--- src/rtl/two_reg_fifo.sv ---
// Two-entry first-word-fall-through FIFO built from two registers.
// The head entry drives the read data directly, so that data appears with zero latency.
module two_reg_fifo #(
  parameter int WIDTH = 8
) (
  input  logic             clk,
  input  logic             rst,
  input  logic             iWrEn,
  input  logic [WIDTH-1:0] iWrDat,
  input  logic             iRdEn,
  output logic             oFul,
  output logic             oEmpty,
  output logic [1:0]       oDatVld,
  output logic [WIDTH-1:0] oRdDat
);

  logic [WIDTH-1:0] entry0;
  logic [WIDTH-1:0] entry1;
  logic             vld0;
  logic             vld1;
  logic             wr_acc;
  logic             rd_acc;

  assign oFul    = vld0 & vld1;
  assign oEmpty  = ~vld0;
  assign oDatVld = {vld1, vld0};
  assign oRdDat  = entry0;

  // The full flag gates writes, so a read and a write are accepted together only at count 1.
  assign wr_acc = iWrEn & ~oFul;
  assign rd_acc = iRdEn & ~oEmpty;

  always_ff @(posedge clk or posedge rst) begin
    if (rst) begin
      // NOTE: the data registers are reset as well as the flags, so that read data is a known zero while the FIFO is empty after reset.
      entry0 <= '0;
      entry1 <= '0;
      vld0   <= 1'b0;
      vld1   <= 1'b0;
    end else begin
      // NOTE: non-blocking assignments let entry0 take the old entry1 value in the same edge that clears vld1.
      unique case ({wr_acc, rd_acc})
        2'b10: begin
          if (!vld0) begin
            entry0 <= iWrDat;
            vld0   <= 1'b1;
          end else begin
            entry1 <= iWrDat;
            vld1   <= 1'b1;
          end
        end
        2'b01: begin
          if (vld1) begin
            entry0 <= entry1;
            vld1   <= 1'b0;
          end else begin
            vld0 <= 1'b0;
          end
        end
        2'b11: entry0 <= iWrDat;
        default: ;
      endcase
    end
  end

endmodule

--- config.mk ---
export PLATFORM = sky130hd
export DESIGN_NAME = two_reg_fifo
export DESIGN_NICKNAME = d
export VERILOG_FILES = /design/src/rtl/two_reg_fifo.sv
export SDC_FILE = /design/constraint.sdc
export NUM_CORES = 1
export LEC_CHECK = 0
export CORE_MARGIN = 1
export CORE_UTILIZATION = 46
export CTS_CLUSTER_SIZE = 24
export DETAILED_ROUTE_END_ITERATION = 16
export MAX_ROUTING_LAYER = met4
export PLACE_DENSITY = 0.88
export SKIP_CTS_REPAIR_TIMING = 1
export SYNTH_ARGS = -nofsm -noshare
export SYNTH_HDL_FRONTEND = slang
export SYNTH_SLANG_ARGS = --single-unit
--- constraint.sdc ---
create_clock -name clk -period 1.9 [get_ports clk]
set_clock_uncertainty 0.15 [all_clocks]
set_input_delay 0.38 -clock clk [delete_from_list [all_inputs] [get_ports clk]]
set_output_delay 0.38 -clock clk [all_outputs]
set_load 0.05 [all_outputs]
==> impl_metrics.yaml <==
cts:
  cts_root_buffer: "clkbuf_4"
  htreeDepth: 1
  cts_buffers: 3
  insertion_delay_ps: 280
  cts_tree: "yes"
  clockBufferDepth: 2
  path_clk_slew_ps: 90
  cts.sinks: 18
pwr:
  combPwrFrac: 0.498
  power.leakage_nw: 0.4879
  pwr-share-seq: 0.391
  sw_frac_of_total: 0.4280
  ir_drop_mv: 0.7444
  p_sw_mw: 0.6864
  power_density_nw_per_um2: 1415
  power.internal_mw: 0.9175
  clkPwrFrac: 0.111
worst_setup_path:
  endpoint_kind: "output port"
  crit_path_max_fanout: 8
  rr_worst_depth: 3
  path_class: "reg -> out"
  worst_path_dominant_cell_family: "flip-flops"
  slowest_stage: "dfrtp_1"
  path_buf_inv: 1
  cp.depth: 2
  startpoint_type: "flop"
  max_stage_delay_ps: 510
  cp.required_ps: 1370
  arrival_ps: 1160
  crit_chain: "and2_1, buf_12"
sta:
  max_freq_ghz: 0.5901
  fin_crit_ps: 1695
  rsz0062_at_grt: "false"
  relSlewSlack: 0.7966
  finalHoldViolCount: 0
  whs_ps: 269.8
  slew_violations: 0
  fin_ws_ps: 205.4
  worst_slew_pin_slew_ps: 305.1
  fin_setup_tns_ps: 0
  period_share: 0.8919
  finalSetupViolCount: 0
floorplanning:
  rows: 15
  die_h_um: 45.48
  initial_core_util: 0.4982
  die_w_um: 45.48
  ios: 24
  dieArea_um2: 2068
  core_area_um2: 1745
grt:
  grt_util_all_layers: 0.1979
  grt_max_degree: 19
  antenna_found_initial: 0
  grt_pass1_vias: 631
  globalRouteOverflowTotal: 0
  grt_pass1_wl_um: 2849
cells_and_area:
  seq_area_um2: 450.4
  nFillCells: 134
  diodes: 0
  drive_gt1_frac: 0.2843
  syn2layout_area_growth_pct: 30.36
  multiInputGateArea_um2: 354.1
  layout.nets: 116
synth:
  synth-xor-area-share: 0
  synthMuxAreaShare: 0.1036
  ys.flop_type: "dfrtp_1"
  synthCells: 79
  synth-edff-count: 0
  synth_top_family_by_area: "compound AO/OA/AOI/OAI gates"
  syn_nets: 91
  synth-simple-area-share: 0.1266
  yosysWarningCount: 0
  synthAdderAreaFrac: 0
  async_flop_share: 1.000
  syn_area_per_cell_um2: 11.01
  yosysMostFrequentCell: "dfrtp_1"
  synth-seq-cells: 18
  synth_compound_area_frac: 0.1770
  yosys.area.top_type: "dfrtp_1"
  netlist_area_um2: 869.6
  synthDominantCellAreaShare: 0.5180
  seq_area_frac_synth: 0.5180
  synth_area_leaders: "dfrtp_1, mux2_2, a31oi_1"
  yosysUniqueCellTypes: 18
job:
  max-cap-violations: 0
min_path:
  hold_path_class: "in -> async"
run_status:
  status: "completed"
placed_design:
  numPortBuffers: 23
  gp_congestion: 0.7809
  pre_cts_slack_ps: -42.43
  dp_hpwl_um: 1371
route:
  vias: 687
  wl_um: 1702
  antenna_left: 0
  drt-wirelength-per-cell_um: 13.40
  drt-pass1-iter-count: 4
  viasPerCell: 5.409
  drc: 0
  drt_iter0_markers: 21
==> worst min-delay path, delay by kind of cell <==
family	cells	cell delay (ps)
buffers and inverters	3	700
==> worst paths after layout <==
path / end / start / slack (ps)
worst max-delay path: oFul / vld0 / 210
worst min-delay path: oRdDat[0] / rst / 270
worst max register to register: entry1[5] / vld0 / 340
worst min register to register: entry1[6] / entry1[6] / 380
max in group asynchronous: vld1 / rst / 1140
min in group clk: entry1[6] / entry1[6] / 380
==> layout make-up <==
cell class	count	share of cell area
clock buffer	3	0.01987
multi-input combinational	52	0.3124
inverter	2	0.006623
sequential	18	0.3974
timing repair buffer	27	0.2362
tap	25	0.02759
==> placed cells by master (no fill, tap or decap) <==
| master | n |
|---|---|
| nor2_8 | 1 |
| buf_4 | 13 |
| nand2b_1 | 3 |
| mux2_2 | 8 |
| inv_1 | 2 |
| clkbuf_4 | 3 |
| buf_12 | 3 |
| a31oi_1 | 8 |
| a21oi_1 | 8 |
| nand3_1 | 8 |
| nand2_1 | 1 |
| nor2b_1 | 1 |
| dfrtp_1 | 18 |
| o21ai_0 | 8 |
| a21o_1 | 2 |
| a2bb2oi_1 | 1 |
| clkdlybuf4s50_1 | 11 |
| and2_4 | 1 |
| and2_1 | 2 |
==> power by group through the flow <==
| stage | Combinational, mW | Sequential [mW] | Clock (mW) |
|---|---|---|---|
| final | 0.799 | 0.627 | 0.178 |
| after detailed placement | 0.806 | 0.632 | 0 |
| after floorplan | 0.361 | 0.832 | 0 |
| after global routing | 0.846 | 0.646 | 0.202 |
| after CTS | 0.806 | 0.625 | 0.187 |
| after global placement | 0.787 | 0.624 | 0 |
==> metrics by stage <==
| stage | util | instances | cell area, um^2 | total power [mW] |
|---|---|---|---|---|
| floorplan | - | 79 | 869.6 | 1.192 |
| global placement | 0.6366 | 124 | 1111 | 1.412 |
| detailed placement | 0.6366 | 124 | 1111 | 1.438 |
| CTS | 0.6495 | 127 | 1134 | 1.618 |
| global route | 0.6495 | 127 | 1134 | 1.693 |
| finish | 0.6495 | 127 | 1134 | 1.604 |
==> logic make-up after synthesis <==
family          after synthesis
flops                        18
compound gates               27
buf+inv                       9
mux                           8
simple gates                 17
==> state kept, by name (all words and copies together) (netlist names) <==
register,flops
vld1,1
vld0,1
oRdDat,8
entry1,8
==> layer usage <==
layer,wire length (um),global-route usage,vias to the layer above,share of wire
li1,-,-,332,-
met1,748,0.2430,327,0.44
met2,854,0.3029,20,0.50
met3,46,0.03968,8,0.027
met4,53,0.1091,0,0.031
met5,0,-,-,0
(Power assumes the default switching activity.)
